===== config.mk =====
export PLATFORM = sky130hd
export DESIGN_NAME = multicycle_controller
export DESIGN_NICKNAME = d
export VERILOG_FILES = /design/src/rtl/multicycle_controller.sv
export SDC_FILE = /design/constraint.sdc
export NUM_CORES = 1
export LEC_CHECK = 0
export ABC_AREA = 1
export CORE_UTILIZATION = 30
export DETAILED_ROUTE_END_ITERATION = 8
export PLACE_DENSITY = 0.6
export SETUP_SLACK_MARGIN = 0.05
export SLEW_MARGIN = 0
export SYNTH_ARGS = -nofsm -noshare
export SYNTH_HDL_FRONTEND = slang
export SYNTH_SLANG_ARGS = --single-unit

===== constraint.sdc =====
create_clock -name i_clk -period 2.2 [get_ports i_clk]
set_input_delay 0.22 -clock i_clk [delete_from_list [all_inputs] [get_ports i_clk]]
set_output_delay 0.22 -clock i_clk [all_outputs]
set_load 0.03 [all_outputs]

===== src/rtl/multicycle_controller.sv =====
// Sequencing FSM for the multi-cycle RV32I core: fetch, decode, execute,
// memory and writeback, plus the PC, instruction register, retire counter and trap.
module multicycle_controller #(
  parameter int unsigned      XLEN     = 32,
  parameter logic [XLEN-1:0]  RESET_PC = '0
) (
  input  logic            i_clk,
  input  logic            i_rst_n,
  output logic            o_im_req,
  output logic [XLEN-1:0] o_im_addr,
  input  logic            i_im_ack,
  input  logic [XLEN-1:0] i_im_rdata,
  output logic [XLEN-1:0] o_ir,
  input  logic [6:0]      i_opcode,
  input  logic [XLEN-1:0] i_next_pc,
  input  logic            i_branch_taken,
  output logic [XLEN-1:0] o_pc,
  output logic            o_dm_req,
  output logic            o_dm_we,
  input  logic            i_dm_ack,
  output logic            o_rf_we,
  output logic            o_illegal,
  output logic [2:0]      o_state,
  output logic [31:0]     o_instret
);

  typedef enum logic [2:0] {
    BOOT      = 3'd0,
    FETCH     = 3'd1,
    DECODE    = 3'd2,
    EXECUTE   = 3'd3,
    MEMORY    = 3'd4,
    WRITEBACK = 3'd5,
    TRAP      = 3'd6
  } state_t;

  localparam logic [6:0] OP_R      = 7'b0110011;
  localparam logic [6:0] OP_I      = 7'b0010011;
  localparam logic [6:0] OP_LOAD   = 7'b0000011;
  localparam logic [6:0] OP_STORE  = 7'b0100011;
  localparam logic [6:0] OP_BRANCH = 7'b1100011;
  localparam logic [6:0] OP_LUI    = 7'b0110111;
  localparam logic [6:0] OP_AUIPC  = 7'b0010111;
  localparam logic [6:0] OP_JAL    = 7'b1101111;
  localparam logic [6:0] OP_JALR   = 7'b1100111;

  state_t          r_state;
  state_t          w_state_next;
  logic [XLEN-1:0] r_pc;
  logic [XLEN-1:0] w_pc_next;
  logic [XLEN-1:0] w_pc_plus4;
  logic [XLEN-1:0] r_ir;
  logic            r_illegal;
  logic [31:0]     r_instret;
  logic            w_ir_load;
  logic            w_retire;
  logic            w_trap;
  logic            w_legal;
  logic            w_is_mem;
  logic            w_is_store;
  logic            w_is_branch;
  logic            w_is_jump;
  logic            w_target_misaligned;

  always_comb begin
    unique case (i_opcode)
      OP_R, OP_I, OP_LOAD, OP_STORE, OP_BRANCH,
      OP_LUI, OP_AUIPC, OP_JAL, OP_JALR: w_legal = 1'b1;
      default:                           w_legal = 1'b0;
    endcase
  end

  assign w_is_store          = (i_opcode == OP_STORE);
  assign w_is_mem            = (i_opcode == OP_LOAD) || w_is_store;
  assign w_is_branch         = (i_opcode == OP_BRANCH);
  assign w_is_jump           = (i_opcode == OP_JAL) || (i_opcode == OP_JALR);
  assign w_target_misaligned = |i_next_pc[1:0];
  assign w_pc_plus4          = r_pc + XLEN'(4);

  // NOTE: every output of this block gets a default first, so no path can
  // leave a signal unassigned and infer a latch.
  always_comb begin
    w_state_next = r_state;
    w_pc_next    = r_pc;
    w_ir_load    = 1'b0;
    w_retire     = 1'b0;
    w_trap       = 1'b0;

    unique case (r_state)
      BOOT: w_state_next = FETCH;

      FETCH: begin
        if (i_im_ack) begin
          w_ir_load    = 1'b1;
          w_state_next = DECODE;
        end
      end

      DECODE: begin
        if (!w_legal) begin
          w_trap       = 1'b1;
          w_state_next = TRAP;
        end else begin
          w_state_next = EXECUTE;
        end
      end

      EXECUTE: begin
        if (w_is_mem) begin
          w_state_next = MEMORY;
        end else if (w_is_branch) begin
          if (i_branch_taken && w_target_misaligned) begin
            w_trap       = 1'b1;
            w_state_next = TRAP;
          end else begin
            w_pc_next    = i_branch_taken ? i_next_pc : w_pc_plus4;
            w_retire     = 1'b1;
            w_state_next = FETCH;
          end
        end else begin
          w_state_next = WRITEBACK;
        end
      end

      MEMORY: begin
        if (i_dm_ack) begin
          if (w_is_store) begin
            w_pc_next    = w_pc_plus4;
            w_retire     = 1'b1;
            w_state_next = FETCH;
          end else begin
            w_state_next = WRITEBACK;
          end
        end
      end

      WRITEBACK: begin
        // The register write still happens on a misaligned jump; only the PC
        // update and retirement are suppressed.
        if (w_is_jump && w_target_misaligned) begin
          w_trap       = 1'b1;
          w_state_next = TRAP;
        end else begin
          w_pc_next    = w_is_jump ? i_next_pc : w_pc_plus4;
          w_retire     = 1'b1;
          w_state_next = FETCH;
        end
      end

      TRAP:    w_state_next = TRAP;
      default: w_state_next = BOOT;
    endcase
  end

  // NOTE: sequential state uses non-blocking assignments so every register
  // samples the pre-edge values, independent of statement order.
  always_ff @(posedge i_clk or negedge i_rst_n) begin
    if (!i_rst_n) begin
      r_state   <= BOOT;
      r_pc      <= RESET_PC;
      r_ir      <= '0;
      r_illegal <= 1'b0;
      r_instret <= '0;
    end else begin
      r_state <= w_state_next;
      r_pc    <= w_pc_next;
      if (w_ir_load) r_ir      <= i_im_rdata;
      if (w_trap)    r_illegal <= 1'b1;
      if (w_retire)  r_instret <= r_instret + 32'd1;
    end
  end

  // Strobes decode straight from the state register, so they fall with reset.
  assign o_im_req  = (r_state == FETCH);
  assign o_dm_req  = (r_state == MEMORY);
  assign o_dm_we   = (r_state == MEMORY) && w_is_store;
  assign o_rf_we   = (r_state == WRITEBACK);
  assign o_im_addr = r_pc;
  assign o_pc      = r_pc;
  assign o_ir      = r_ir;
  assign o_illegal = r_illegal;
  assign o_state   = r_state;
  assign o_instret = r_instret;

endmodule


**Word-level counts from Yosys, hierarchy flattened**

Cells that the tools add are included.

- Word-level logic and storage cells: 74
- Register bits after elaboration: 100
- Output and inout port bits: 136
- Input bits: 76

- Reduce and logical (&&, ||, !) cells: 11
- Muxes and demuxes: 34
- Equality and inequality tests: 22
- Add/subtract/negate cells: 2

Operators by type and width:

| cell | number |
|---|---|
| $mux W32 | 8 |
| $pmux W32 S3 | 1 |
| $add A32 B1 Y32 const B | 1 |
| $add A32 B3 Y32 const B | 1 |
| $mux W3 | 8 |
| $eq A7 B6 Y1 const B | 3 |
| $eq A7 B7 Y1 const B | 3 |
| $pmux W3 S7 | 1 |
| $eq A7 B5 Y1 const B | 2 |
| $mux W1 | 14 |
| $eq A3 B3 Y1 const B | 3 |
| $reduce_or A9 Y1 | 1 |
| $ne A2 B2 Y1 const B | 4 |
| $eq A7 B2 Y1 const B | 1 |
| $reduce_and A7 Y1 | 1 |
| $eq A3 B2 Y1 const B | 2 |
| $ne A2 B1 Y1 const B | 3 |
| $pmux W1 S3 | 2 |
| $eq A3 B1 Y1 const B | 1 |
| $logic_and A1 B1 Y1 | 3 |
| $logic_not A3 Y1 | 1 |
| $reduce_bool A3 Y1 | 1 |
| $logic_or A1 B1 Y1 | 2 |
| $reduce_and A2 Y1 | 1 |
| $reduce_or A2 Y1 | 1 |

**Longest topological paths before layout**

- Depth after elaboration: 6
- Gate-level depth with buffers: 13
- Depth with buffers taken out: 13

**Worst setup path before layout**

OpenSTA, ideal clock, no wires.

- Path type: reg2reg
- Start point: register r_state[2] (netlist: o_state[2])
- End point: register r_instret[11] (netlist: o_instret[11])
- Clock period less this slack: 2.000 ns
- Arrival: 1.865 ns
- Cell stages (with the launch flop): 9
- Data required time: 2.066 ns
- Setup slack: 0.200 ns
- Library setup time: 0.134 ns
- Cell sequence: dfrtp_1 > nand2_2 > nor2_2 > nand2_1 > nand3_2 > buf_6 > buf_6 > nand4_1 > xnor2_1

- Word-level cells in the longest chain between the ends: 2

Ends and longest elaborated chain:

| item | line | text |
|---|---|---|
| start: declaration | 47 | `state_t r_state;` |
| start signal: assignment | 165 | `r_state <= w_state_next;` |
| $eq A3 B3 Y1 | -- |  |
| via o_rf_we | 21 | `output logic o_rf_we,` |
| $pmux W1 S3 | 89 | `unique case (r_state)` |
| end signal: assignment | 169 | `if (w_retire) r_instret <= r_instret + 32'd1;` |
| end: declaration | 54 | `logic [31:0] r_instret;` |

The timed path passes the listed nets, and every way through them passes these cells.
A chain may end at the register's enable or synchronous reset.

**Final worst setup path**

- Start point: register r_state[2] (netlist: o_state[2])
- End point: output port o_dm_we

- Word-level cells in the longest chain between the ends: 2

Ends and longest elaborated chain:

| item | line | text |
|---|---|---|
| $eq A3 B3 Y1 | 176 | `assign o_dm_we = (r_state == MEMORY) && w_is_store;` |
| $logic_and A1 B1 Y1 | 176 |  |
| end: declaration | 19 | `output logic o_dm_we,` |

No other way between the ends.

==> results.tsv <==
metric	value	unit
netlist.area_leader.share	41.4	%
slew_headroom	66.5	%
hold_violations	0	
critPathKind	reg -> out	
h-tree-depth	3	
power.switching	0.00547	W
path_max_fanout	6	
antenna_found_initial	2	
final_max_slew_viol_count	0	
powerDensity	1350	nW/um^2
avgSynthCellArea	7.55	sq um
switching_share	46.4	%
cp-start-kind	flip-flop	
fp.dieArea	20700	sq um
cts_tree	yes	
irDropWorstVdd	0.692	mV
multi_input_area	2880	sq um
rsz0062_at_grt	no	
min_period	1.92	ns
yosysSeqAreaShare	41.4	%
leakagePower	3.91	nW
drv.max_cap_violation_count	0	
ys_ff_latch	100	
fin_crit_sh	87.1	%
outcome	finished clean	
cts_inserted_buffers	9	
synth_edf_count	0	
async_flop_share	100	%
fmax	522	MHz
yosysUniqueCellTypes	36	
post_drt_wl_per_cell	14.7	um
area_growth	44.5	%
grt_pass1_wl	29500	um
grt_pass1_vias	5718	
ios	212	
netlist_top_cells_area	dfrtp_1 41%, nand2_1 14%, nor2_1 6.3%	
route.detailed.drc	0	
place_congestion	0.854	
worst_pin_slew	0.499	ns
antenna_left	0	
placed_cells	1254	
finalSetupViolCount	0	
ys_top_cells_by_count	229 x nand2_1, 102 x nor2_1, 100 x dfrtp_1	
internal_power	0.00632	W
dr_total_vias	5924	
fill_cells	2039	
netlist_area	6050	sq um
instances_no_fill	1272	
fin_nets	1079	
p_total	0.0118	W
drtIter0Drc	272	
overflow	0	
path_clk_slew	0.07	ns
io_buffers	211	
crit_path_end_kind	output port	
skew	0.00653	ns
vias_per_cell	4.66	
synth.largest_area_cell	dfrtp_1	
clk_latency	0.35	ns
synth_warnings	0	
syn_nets	879	
place.detailed.hpwl	14500	um
gr-usage-all-layers	18.5	%
core	19600	sq um
yosysMostFrequentCell	nand2_1	
p_clk_share	15.2	%
synth_top_flop_cell	dfrtp_1	
clock_path_buffers	2	
share_comb_of_total_power	57.3	%
drive_gt1_share	9.94	%
pwr-share-seq	27.6	%
cp_data_required_time	1.98	ns
post-cts-setup-buffer-count	0	
hold_path_class	in -> async	
die_x	144	um
netlist_instances	801	
start_util	30.9	%
dr.pass1.iters	5	
clock_sinks	100	
die_height	144	um
num_rows	51	
grt_max_degree	48	
clockRootBuffer	clkbuf_16	
cp.arrival	1.70	ns
regArea	2500	sq um
routed_wirelength	18600	um
[per-stage QoR]
step	area, sq um	worst slack (ns)	utilization, %	TNS, ns	hold WS [ns]
floorplan	6050	0.200	-	0	-0.0756
global placement	8390	0.0216	42.8	0	0.0290
detailed placement	8390	-0.0315	42.8	-0.106	0.0295
CTS	8730	0.0633	44.5	0	0.180
global route	8740	0.0378	44.6	0	0.207
finish	8740	0.285	44.6	0	0.202
[sequential cells by signal, indices dropped and copies added (netlist names)]
name	count
o_instret	32
o_im_addr	32
o_ir	32
o_illegal	1
o_state	3
[cells by family (layout without fill, tap and decap cells)]
| family | after synthesis | in the layout | synth area share, % |
|---|---|---|---|
| xor gates and xnor gates | 28 | 28 | 4.05 |
| and+or+nand+nor | 456 | 456 | 32.5 |
| other | 0 | 1 | 0 |
| buffers and inverters | 134 | 339 | 11.2 |
| muxes | 32 | 32 | 5.96 |
| adders and majority gates | 2 | 2 | 0.414 |
| DFF | 100 | 100 | 41.4 |
| AOI/OAI and AO/OA | 49 | 49 | 4.49 |
[cells in the final DEF (no fill, tap or decap), types with 2 or more instances in the layout]
cell and n:
or2_2 4, o21bai_1 4, dfrtp_1 100, buf_4 23, nand4_1 21, xnor2_1 15, xor2_1 13, o21ai_1 6
nor3_1 25, nand2_2 4, nand3_1 54, nor3b_1 2, o21ai_0 17, clkdlybuf4s50_1 206, inv_1 77, bufinv_16 2
nor2_1 101, inv_6 2, clkbuf_16 9, nor2_2 2, nand2_1 228, ha_1 2, nand3b_1 5, dlymetal6s2s_1 2
inv_2 7, nor3_2 4, a21oi_1 13, buf_12 5, a31oi_1 5, mux2_2 32, dlygate4sd2_1 2, o211ai_1 2
[final cells by class]
type	instances	share of cell area, %
Multi-Input combinational cell	567	32.9
Sequential cell	100	28.6
Antenna cell	1	0.0286
Inverter	84	3.61
Timing Repair Buffer	239	27.3
Clock buffer	9	2.58
Tap cell	265	3.79
Clock inverter	7	1.13
[power groups by stage]
stage               Combinational (W)  Clock [W]  Sequential (W)
finish                        0.00676    0.00179         0.00325
floorplan                     0.00304          0         0.00443
global route                  0.00729    0.00189         0.00337
detailed placement            0.00679          0         0.00329
CTS                           0.00681    0.00184         0.00327
global placement              0.00675          0         0.00328
[final timing paths]
path / from / to / slack (ns) / cells after the start
max in group asynchronous: i_rst_n / o_ir[11]$_DFFE_PN0P_ / 1.43 / 3
worst min-delay path: i_rst_n / o_ir[27]$_DFFE_PN0P_ / 0.20 / 2
min in group i_clk: i_next_pc[22] / o_im_addr[22]$_DFFE_PN0P_ / 0.44 / 3
worst max-delay path: o_state[2]$_DFFE_PN0P_ / o_dm_we / 0.28 / 5
worst max register to register: o_instret[0]$_DFFE_PN0P_ / o_instret[18]$_DFFE_PN0P_ / 0.31 / 9
worst min register to register: o_ir[14]$_DFFE_PN0P_ / o_ir[14]$_DFFE_PN0P_ / 0.51 / 1
[per-layer routing]
metal	routed length [um]	GRT usage (%)	part of all wire (%)
met1	8380	24.0	45
met2	8170	28.8	44
met4	209	5.43	1.1
met5	0	0	0
met3	1880	6.75	10
[worst max-delay path, cell delays in order (launching register included)]
cell and delay, ns:
dfrtp_1 0.50, nand2_2 0.17, nor2_4 0.16, nand2_1 0.07, inv_1 0.05, dlygate4sd2_1 0.40
[repair_timing]
item                       4_1_cts  5_1_grt
resized for setup                2        4
hold endpoints to repair       100        0
hold buffers                     1        0
setup endpoints to repair        2        8
Note: power is estimated with default switching activity, not from simulation.
